**src/rtl/pipe_result_credit_buffer.sv**
```systemverilog
// rtl/pipe_result_credit_buffer.sv - credit-gated result buffer for a no-stall pipeline (optional PIPE_RESULT_BYPASS_EN)
//
// Grants issue credits to the pipeline input and captures every emerging
// result into a circular buffer that drains on a ready/valid handshake.
// With PIPE_RESULT_BYPASS_EN defined, an empty buffer forwards pipe_data
// to out_data in the same cycle.
module pipe_result_credit_buffer #(
   parameter int DATA_WIDTH = 32,
   parameter int DEPTH      = 4,
   parameter int CNT_W      = $clog2(DEPTH + 1)
) (
   input  logic                  clk,
   input  logic                  rst_n,
   output logic                  issue_ready,
   input  logic                  issue_valid,
   input  logic                  pipe_valid,
   input  logic [DATA_WIDTH-1:0] pipe_data,
   output logic                  out_valid,
   output logic [DATA_WIDTH-1:0] out_data,
   input  logic                  out_ready,
   output logic [CNT_W-1:0]      credits,
   output logic [CNT_W-1:0]      occupancy,
   output logic [1:0]            err_sticky
);

   localparam int                PTR_W   = $clog2(DEPTH);
   localparam logic [CNT_W-1:0]  FULL_C  = CNT_W'(DEPTH);
   localparam logic [CNT_W-1:0]  ONE_C   = CNT_W'(1);
   localparam logic [PTR_W-1:0]  PTR_ONE = PTR_W'(1);

   logic [DATA_WIDTH-1:0] mem_q [DEPTH];
   logic [PTR_W-1:0]      rd_ptr_q, wr_ptr_q;
   logic [CNT_W-1:0]      credits_q, credits_d;
   logic [CNT_W-1:0]      occ_q, occ_d;
   logic                  ready_q;
   logic [1:0]            err_q, err_d;

   logic                  issue, pop, pop_buf, push_wr, drop;
   logic                  empty, full, bypass_hit;
   logic [CNT_W:0]        cred_sum;

   // Handshake decode, output mux and next-state for counters and flags
   always_comb begin
      issue = issue_valid & ready_q;
      empty = (occ_q == '0);
      full  = (occ_q == FULL_C);
`ifdef PIPE_RESULT_BYPASS_EN
      bypass_hit = empty & pipe_valid;
      out_valid  = ~empty | pipe_valid;
      out_data   = bypass_hit ? pipe_data : mem_q[rd_ptr_q];
`else
      bypass_hit = 1'b0;
      out_valid  = ~empty;
      out_data   = mem_q[rd_ptr_q];
`endif
      pop     = out_valid & out_ready;
      // Only a pop of a stored entry moves the read pointer
      pop_buf = pop & ~empty;
      // A full buffer still accepts a push when its head leaves this cycle
      push_wr = pipe_valid & ~(bypass_hit & out_ready) & (~full | pop_buf);
      drop    = pipe_valid & full & ~pop_buf;

      occ_d = occ_q;
      if (push_wr) occ_d = occ_d + ONE_C;
      if (pop_buf) occ_d = occ_d - ONE_C;

      // Credits never exceed DEPTH even if the pipeline produced an unrequested result
      cred_sum = {1'b0, credits_q} + {{CNT_W{1'b0}}, pop} - {{CNT_W{1'b0}}, issue};
      if (cred_sum > {1'b0, FULL_C}) begin
         credits_d = FULL_C;
      end else begin
         credits_d = cred_sum[CNT_W-1:0];
      end

      err_d = err_q | {drop, issue_valid & ~ready_q};
   end

   // Credit counter, issue_ready flag and sticky error bits
   always_ff @(posedge clk or negedge rst_n) begin
      if (!rst_n) begin
         credits_q <= FULL_C;
         ready_q   <= 1'b0;
         err_q     <= 2'b00;
      end else begin
         credits_q <= credits_d;
         ready_q   <= (credits_d != '0);
         err_q     <= err_d;
      end
   end

   // Circular buffer storage, pointers and occupancy
   always_ff @(posedge clk or negedge rst_n) begin
      if (!rst_n) begin
         for (int i = 0; i < DEPTH; i++) mem_q[i] <= '0;
         rd_ptr_q <= '0;
         wr_ptr_q <= '0;
         occ_q    <= '0;
      end else begin
         if (push_wr) begin
            mem_q[wr_ptr_q] <= pipe_data;
            wr_ptr_q        <= wr_ptr_q + PTR_ONE;
         end
         if (pop_buf) rd_ptr_q <= rd_ptr_q + PTR_ONE;
         occ_q <= occ_d;
      end
   end

   assign issue_ready = ready_q;
   assign credits     = credits_q;
   assign occupancy   = occ_q;
   assign err_sticky  = err_q;

endmodule

```
**config.mk**
```make
export PLATFORM = sky130hd
export DESIGN_NAME = pipe_result_credit_buffer
export DESIGN_NICKNAME = d
export VERILOG_FILES = /design/src/rtl/pipe_result_credit_buffer.sv
export SDC_FILE = /design/constraint.sdc
export NUM_CORES = 1
export LEC_CHECK = 0
export CORE_MARGIN = 2
export CORE_UTILIZATION = 50
export CTS_CLUSTER_SIZE = 16
export DETAILED_ROUTE_END_ITERATION = 10
export PLACE_DENSITY = 0.77
export SETUP_SLACK_MARGIN = 0.3
export SYNTH_ARGS = -nofsm -noshare
export SYNTH_HDL_FRONTEND = slang
export SYNTH_SLANG_ARGS = --single-unit
```
**constraint.sdc**
```tcl
create_clock -name clk -period 3 [get_ports clk]
set_input_delay 0.3 -clock clk [delete_from_list [all_inputs] [get_ports clk]]
set_output_delay 0.3 -clock clk [all_outputs]
set_load 0.02 [all_outputs]
```
==> summary.md <==
| Metric | Value |
|---|---|
| Util after Layout | 60.9% |
| Crit path depth | 3 |
| Die ar. | 0.0149 mm2 |
| Area contributors post-synth | dfrtp_1 (50%), mux2_4 (26%), mux4_2 (10%) |
| Sequential area share after synthesis | between 50% and 60% |
| Pre-CTS WS | around 0.47 ns |
| Critical Path End | out_data[10] |
| H-tree Lvls | 4 |
| Synth Instances | 385 |
| Initial antenna violation count | 0 |
| Sinks on Clock Net | ~140 |
| Congestion Overflow GR | 0 |
| ANT nets after route | 0 |
| Worst R2R End | credits[1] |
| LEAKAGE | 3.93 nW |
| Syn Area/Cell | 18.1 um2 |
| Worst-margin pin slew | approximately 0.77 ns |
| Layout cells sized above 1 | a little over two fifths |
| Max-slew headroom | around half |
| Buf+Inv Stages, Crit Path | 2 |
| CP max FO | 14 |
| Critical Path RT | roughly 2.7 ns |
| Tcrit/Tclk final | 87.0% |
| Num CTS Buffers | 17 |
| Setup Crit Path Kind | flop to output pin |
| Placer Congestion | 0.717 |
| Achievable Freq | 383 MHz |
| Final hold slack | 0.456 ns |
| Root Buffer Master | clkbuf_16 |
| Via count | 3573 |
| Flop2flop setup slack | 0.54 ns |
| PortBufs | 78 |
| Final WL | 13100 um |
| Ports | 79 |
| Yosys warns | 0 |
| Tmin final | 2.61 ns |
| Rows | 43 |
| Critical path's slowest cell | clkdlybuf4s50_1 |
| Setup TNS | 0 ns |
| Vias in the first global route | roughly 4000 |
| Async set-reset flop share out of synthesis | 100% |
| EDFF count, synth | 0 |
| Crit path from | rd_ptr_q[0] |
| TritonRoute pass-1 iters | 4 |
| Fin worst setup slack | 0.391 ns |
| Final Skew | 0.00948 ns |
| Count leader, synth | dfrtp_1 |
| Mapped cell area | 0.00696 mm2 |
| Antenna diodes | 0 |
| Die H | 122 um |
| Largest net degree at the start of global routing | 85 |
| Yosys top cell area share | about 50% |
| Die width | 122 um |
| Peak supply drop | 0.000513 V |
| TritonCTS clock tree | done |
| Top cells by count, synth | dfrtp_1 (140), mux2_4 (120), mux4_2 (32) |
| Post-Syn Nets | 434 |
| Area Growth Syn to Fin | 20.1% |
| Initial Util | 50.7% |
| Worst hold path type | flop to flop |
| Max-slew violations | 0 |
| Critical path's largest stage delay | approximately 0.55 ns |
| Distinct cells, synth | 30 |
| Outcome | completed |
| Yosys top cell by area | dfrtp_1 |
| First-pass GRT wire length | 21400 um |
| Ys flop type | dfrtp_1 |
| Total GRT Usage | 19.2% |
| CORE AREA | around 0.014 mm2 |
| Worst setup EP type | output pin |
| DRC | 0 |
| Nets | 515 |
| Cells along the critical path | clkbuf_16 -> mux4_2 -> clkdlybuf4s50_1 |
| Average via count per standard cell | 5.42 |
| Clk buf depth | 2 |
| Avg WL per Cell | 19.9 um |
| Worst reg-to-reg path cell count | 10 |
| Final Hold Viols | 0 |
| Reg clk slew, reported paths | 0.06 ns |
| Final setup fails | 0 |
| Post-synthesis register bit count | 141 |
| Top Family by Delay on Critical Path | buffers and inverters |
| DP HPWL | 7510 um |
| RSZ-0062 raised after global routing | no |
| Nature of the critical path startpoint | flop |
| Critical Path AT | 2.31 ns |
| Clock latency on the worst-skew pair | 0.42 ns |
| MaxCap Viol Count | 0 |
| Reg-to-reg critical path startpoint | occupancy[0] |
| Power per Cell Area | ~1300 mW/mm2 |
| Power after layout | 0.0110 W |
| Starting DRT DRC Count | 186 |
## worst min-delay path by stage
stage / start / to / slack (ns) / depth (start not counted)
final: err_sticky[0] / err_sticky[0] / 0.46 / 1
after global routing: err_sticky[0] / err_sticky[0] / 0.51 / 1
after CTS: err_sticky[0] / err_sticky[0] / 0.46 / 1
after detailed placement: rst_n / mem_q[106] / 0.41 / 1
after global placement: rst_n / mem_q[102] / 0.40 / 1
after floorplan: rst_n / credits[0] / 0.004 / 0
## area by class of cell
cell class              instances  area (um2)
fillers                      1018        5360
flip-flops and latches        141        3530
multi-input cells             212        3100
repair buffers                 83         877
clock buffers                  27         533
well taps                     180         225
clock inverters                 5        52.6
inverters                      11        41.3
## cell usage in the layout, fill, tap and decap left out, types with 4 or more instances in the layout
master / Yosys / routed
mux4_2: 32 / 32
a21oi_1: 4 / 4
dfrtp_1: 140 / 138
inv_1: 11 / 11
mux2_4: 120 / 120
clkbuf_16: 0 / 18
xnor2_1: 7 / 6
clkdlybuf4s50_1: 0 / 77
nand2_1: 4 / 4
nand2_8: 4 / 4
clkbuf_8: 0 / 7
ha_1: 11 / 11
mux2_2: 9 / 9
## power breakdown
group	switching (W)	total [W]	internal [W]
logic	0.00207	0.00534	0.00327
clock network	0.000785	0.00208	0.00129
registers	0.000642	0.00353	0.00289
total	0.00350	0.0110	0.00745
## layer usage
metal | global-route usage [%] | vias to the layer above | wire (um)
met3 | 4.73 | 20 | 583
met2 | 29.2 | 88 | 6250
met1 | 26.6 | 1905 | 6080
met4 | 7.47 | 0 | 234
met5 | 0 | - | 0
li1 | - | 1560 | -
## metrics by stage
stage / cells / instance area, um2
finish: 659 / 8360
global placement: 625 / 7730
CTS: 658 / 8330
global route: 659 / 8360
floorplan: 385 / 6960
detailed placement: 625 / 7730
## cell families (layout without fill, tap and decap cells)
| family | count (synthesis) | in the layout | share of synthesized area, % |
|---|---|---|---|
| xor gates and xnor gates | 8 | 8 | 1.01 |
| AOI/OAI and AO/OA | 11 | 11 | 0.971 |
| adders and majority gates | 12 | 12 | 2.27 |
| muxes | 162 | 162 | 37.8 |
| DFF | 141 | 141 | 50.7 |
| buffers and inverters | 32 | 126 | 4.85 |
| and+or+nand+nor | 19 | 19 | 2.34 |
## flip-flops by register name, indices dropped and copies added (netlist names)
signal	flops
occupancy	3
wr_ptr_q	2
issue_ready	1
err_sticky	2
mem_q	128
rd_ptr_q	2
credits	3
## repair_timing
action | in CTS | in global routing
hold endpoints to repair | 82 | 0
gates resized for setup | 0 | 1
hold buffers | 1 | 0
setup endpoints to repair | 0 | 20
buffers inserted | 0 | 0
(Power assumes the default switching activity.)
